==> src/rtl/bin_to_bcd_seq.sv <==
// Sequential double-dabble converter: one binary bit per clock into DIGITS packed BCD nibbles.
// Bcd/Overflow are loaded only on the final iteration, so the display never sees partial values.
module bin_to_bcd_seq #(
  parameter int IN_WIDTH = 8,
  parameter int DIGITS   = 3
) (
  input  logic                  Clock,
  input  logic                  Reset,
  input  logic                  Start,
  input  logic [IN_WIDTH-1:0]   BinIn,
  output logic                  Ready,
  output logic                  Valid,
  output logic [4*DIGITS-1:0]   Bcd,
  output logic                  Overflow
);

  localparam int BCD_W = 4 * DIGITS;
  localparam int CNT_W = $clog2(IN_WIDTH + 1);

  typedef enum logic {IDLE, SHIFT} state_t;

  state_t              state, state_nxt;
  logic [IN_WIDTH-1:0] bin_q, bin_nxt;
  logic [BCD_W-1:0]    scr_q, scr_nxt, scr_adj;
  logic [CNT_W-1:0]    cnt_q, cnt_nxt;
  logic                ovf_q, ovf_nxt;
  logic                carry_out;
  logic                load_out;

  // Digits are corrected independently; no carry crosses a nibble boundary.
  function automatic logic [BCD_W-1:0] add3(input logic [BCD_W-1:0] s);
    logic [BCD_W-1:0] r;
    r = s;
    for (int i = 0; i < DIGITS; i++) begin
      if (s[4*i +: 4] >= 4'd5) r[4*i +: 4] = s[4*i +: 4] + 4'd3;
    end
    return r;
  endfunction

  assign scr_adj = add3(scr_q);
  assign Ready   = (state == IDLE);

  always_comb begin
    state_nxt = state;
    bin_nxt   = bin_q;
    scr_nxt   = scr_q;
    cnt_nxt   = cnt_q;
    ovf_nxt   = ovf_q;
    carry_out = 1'b0;
    load_out  = 1'b0;
    case (state)
      IDLE: begin
        if (Start) begin
          bin_nxt   = BinIn;
          scr_nxt   = '0;
          ovf_nxt   = 1'b0;
          cnt_nxt   = CNT_W'(IN_WIDTH);
          state_nxt = SHIFT;
        end
      end
      SHIFT: begin
        // The bit leaving the top digit is the truncated high-order decimal part.
        {carry_out, scr_nxt, bin_nxt} = {scr_adj, bin_q, 1'b0};
        ovf_nxt = ovf_q | carry_out;
        cnt_nxt = cnt_q - 1'b1;
        if (cnt_q == CNT_W'(1)) begin
          load_out  = 1'b1;
          state_nxt = IDLE;
        end
      end
      default: state_nxt = IDLE;
    endcase
  end

  always_ff @(posedge Clock or negedge Reset) begin
    if (!Reset) begin
      state    <= IDLE;
      bin_q    <= '0;
      scr_q    <= '0;
      cnt_q    <= '0;
      ovf_q    <= 1'b0;
      Valid    <= 1'b0;
      Bcd      <= '0;
      Overflow <= 1'b0;
    end else begin
      state <= state_nxt;
      bin_q <= bin_nxt;
      scr_q <= scr_nxt;
      cnt_q <= cnt_nxt;
      ovf_q <= ovf_nxt;
      Valid <= load_out;
      if (load_out) begin
        Bcd      <= scr_nxt;
        Overflow <= ovf_nxt;
      end
    end
  end

endmodule

==> config.mk <==
export PLATFORM = sky130hd
export DESIGN_NAME = bin_to_bcd_seq
export DESIGN_NICKNAME = d
export VERILOG_FILES = /design/src/rtl/bin_to_bcd_seq.sv
export SDC_FILE = /design/constraint.sdc
export NUM_CORES = 1
export LEC_CHECK = 0
export ABC_CLOCK_PERIOD_IN_PS = 1700
export BUFFER_PORTS_ARGS = -buffer_cell sky130_fd_sc_hd__buf_2
export CAP_MARGIN = 15
export CORE_UTILIZATION = 35
export CTS_CLUSTER_DIAMETER = 30
export DETAILED_ROUTE_END_ITERATION = 10
export GPL_TIMING_DRIVEN = 0
export SLEW_MARGIN = 20
export SYNTH_ARGS = -nofsm -noshare
export SYNTH_HDL_FRONTEND = slang
export SYNTH_SLANG_ARGS = --single-unit
==> constraint.sdc <==
create_clock -name Clock -period 1.7 [get_ports Clock]
set_clock_uncertainty 0.1 [all_clocks]
set_input_delay 0.34 -clock Clock [delete_from_list [all_inputs] [get_ports Clock]]
set_output_delay 0.34 -clock Clock [all_outputs]
set_load 0.005 [all_outputs]
==> results.txt <==
status -> finished with violations
violated checks -> setup timing
post-synth top area share -> 53.1%
busiest grt layer -> met2
Power Dens Cells -> 1870 nW/um^2
non-filler instance count after layout -> 286
Initial DRC Count -> 47
crit path kind -> reg -> reg
RSZ-0062 raised after global routing -> yes
Worst Tran Pin Value -> 0.889 ns
final-stage net count -> 237
Ports -> 26
M3 GR Usage -> 3.44%
Die H -> 75.4 um
Root Driver -> clkbuf_8
Max Slew Vio Count -> 0
final hold violations -> 0
#FFs+latches synth -> 40
post-route ant nets -> 0
final design utilization -> 44.9%
max incr delay on CP -> 0.51 ns
EDFF count, synth -> 0
clk buf depth -> 2
Worst VDD drop -> 0.000660 V
Synth area leader -> dfrtp_1
share of layout cells above drive strength 1 -> 28.7%
Mapped Nets -> 196
vias per cell -> 4.86
DP HPWL -> 2450 um
area of placed instances -> 2100 um^2
Slowest cell on crit path -> or4b_4
Tmin final -> 1.81 ns
initial antenna violation count -> 0
Max Fclk -> 553 MHz
met2 Usage GRT -> 22.7%
Clock Pin Slew Worst Setup and Hold Paths -> 0.07 ns
CORE AREA -> 5140 um^2
CP endpoint kind -> flop
Die X -> 75.4 um
count of warnings emitted by yosys -> 0
dominant synthesized flop cell -> dfrtp_1
drt drc -> 0
sequential cell area fraction in the yosys report -> 53.1%
Post-CTS Hold Fix Bufs -> 0
HP Class -> in -> async
Synth async-reset ratio -> 100%
cell row count -> 26
TritonRoute pass-1 iters -> 4
critical path required time -> 1.77 ns
Min Hold Slack -> 0.0719 ns
Skew-Pair Late Insertion Delay -> 0.29 ns
worst path cell trace -> inv_2, ha_4, or4b_4, clkinv_8, buf_8, mux2_4
GR Overflow Total -> 0
Routed WL -> 3810 um
synthesized area -> 1880 um^2
worst-path maximum fanout -> 5
PortBufs -> 24
ranking of synthesized cells by area -> dfrtp_1 53%, mux2i_1 5.8%, nand2_1 5.4%, ha_1 5.3%, o21ai_0 4.2%
number of global-route vias before repair -> 1269
Worst Slack Setup Final -> -0.107 ns
diode count -> 0
Finished Cell Area -> 2310 um^2
first-pass GRT wire length -> 6070 um
Die Area -> 5680 um^2
area delta synth->final -> 22.5%
final worst path period share -> 106%
Setup-failing EPs final -> 11
CTS Buf Count -> 5
drt wl/cell -> 13.3 um
effective utilization at floorplan -> 36.7%
vias post-DR -> 1390
GR met1 Demand/Resource -> 20.1%
pin count of the biggest net entering global routing -> 41
max_cap viols -> 0
placed cell count -> 271
Avg Inst Size Synth -> 10.6 um^2
unique cell type count in the Yosys netlist -> 29
most common cell in the netlist -> dfrtp_1
Synth top cells by count -> 40 x dfrtp_1, 27 x nand2_1, 16 x o21ai_0
overall global routing resource usage -> 14.7%
TNS Setup -> -0.786 ns
Setup WS pre-CTS -> -0.240 ns
CTS tree -> built
routability-driven placement congestion ratio -> 0.726
Leak Pwr -> 1.12 nW
Rel. slew slack -> 40.7%
H-tree depth -> 2
WP data arrival -> 1.88 ns
Power Total -> 4.31 mW
CP startpoint kind -> flop
Cells after Synth -> 177
Sink Count -> 40
[path summary, 6_finish.rpt]
| kind | start | endpoint | slack (ns) | cells past startpoint |
|---|---|---|---|---|
| hold / removal | Reset | Valid | 0.07 | 1 |
| setup / recovery | cnt_q[1] | Bcd[10] | -0.11 | 6 |
| setup reg to reg | cnt_q[1] | Bcd[10] | -0.11 | 6 |
| max in group asynchronous | Reset | cnt_q[0] | 0.81 | 1 |
| min in group Clock | BinIn[0] | bin_q[0] | 0.22 | 3 |
| hold reg to reg | Bcd[0] | Bcd[0] | 0.37 | 2 |
[area by class of cell]
class | instances | area [um^2]
Buffer | 8 | 43.8
Clock buffer | 5 | 68.8
Fill cell | 536 | 2830
Inverter | 11 | 53.8
Multi-Input combinational cell | 117 | 836
Sequential cell | 40 | 1000
Tap cell | 70 | 87.6
Timing Repair Buffer | 35 | 214
[flip-flops by register name (all words and copies together), names as in the netlist]
signal    count
Bcd          12
Overflow      1
bin_q         8
scr_q        12
ovf_q         1
Valid         1
cnt_q         4
state         1
[logic make-up (layout without fill, tap and decap cells)]
| kind of cell | after synthesis | after routing | synth area share, % |
|---|---|---|---|
| simple gates | 48 | 48 | 11.4 |
| buf+inv | 20 | 59 | 4.91 |
| fa+ha+maj | 8 | 8 | 5.31 |
| mux | 18 | 18 | 10.4 |
| xor+xnor | 5 | 5 | 2.32 |
| compound gates | 38 | 38 | 12.5 |
| flops | 40 | 40 | 53.1 |
[critical path, delay by kind of cell, from the launching register on]
kind	cells	cell delay, ns
flip-flops	1	0.39
multiplexers	1	0.30
buffers and inverters	3	0.28
AND/OR/NAND/NOR	1	0.51
adder cells (fa/ha/maj)	1	0.12
[layout by cell type, fill, tap and decap left out, types with 2 or more instances in the layout]
| master | synthesis | routed |
|---|---|---|
| buf_6 | 0 | 3 |
| dfrtp_1 | 40 | 37 |
| buf_4 | 0 | 8 |
| a21oi_2 | 0 | 3 |
| nor2_1 | 7 | 6 |
| nand2_1 | 27 | 27 |
| clkbuf_2 | 0 | 2 |
| clkbuf_8 | 0 | 5 |
| clkbuf_1 | 5 | 4 |
| xnor2_1 | 5 | 5 |
| nor3_1 | 3 | 3 |
| ha_1 | 8 | 7 |
| dfrtp_2 | 0 | 3 |
| inv_2 | 1 | 2 |
| o21ai_0 | 16 | 16 |
| a31oi_1 | 2 | 2 |
| nand3_1 | 2 | 2 |
| a21o_1 | 2 | 2 |
| a22o_1 | 8 | 8 |
| nor3b_1 | 2 | 2 |
| mux2_4 | 2 | 6 |
| buf_2 | 1 | 24 |
| o22ai_1 | 3 | 3 |
| a21oi_1 | 6 | 3 |
| inv_1 | 9 | 8 |
| mux2i_1 | 11 | 11 |
| nand2b_1 | 4 | 4 |
[where the power goes]
group / total [mW] / switching [mW] / internal, mW / leakage, nW
clock: 0.564 / 0.300 / 0.265 / 0.0359
sequential: 1.74 / 0.347 / 1.40 / 0.493
combinational: 2.01 / 0.964 / 1.04 / 0.594
total: 4.31 / 1.61 / 2.70 / 1.12
[repair_timing]
item,CTS,global route
buffers inserted,6,6
setup endpoints to repair,14,27
pin swaps,0,3
resized for setup,6,16
[layer usage]
layer  vias to the layer above  share of wire [%]
met5                         -                  0
met4                         0                1.7
met3                         7                3.8
met2                        30                 46
met1                       669                 48
li1                        684                  -
(Power assumes the default switching activity.)
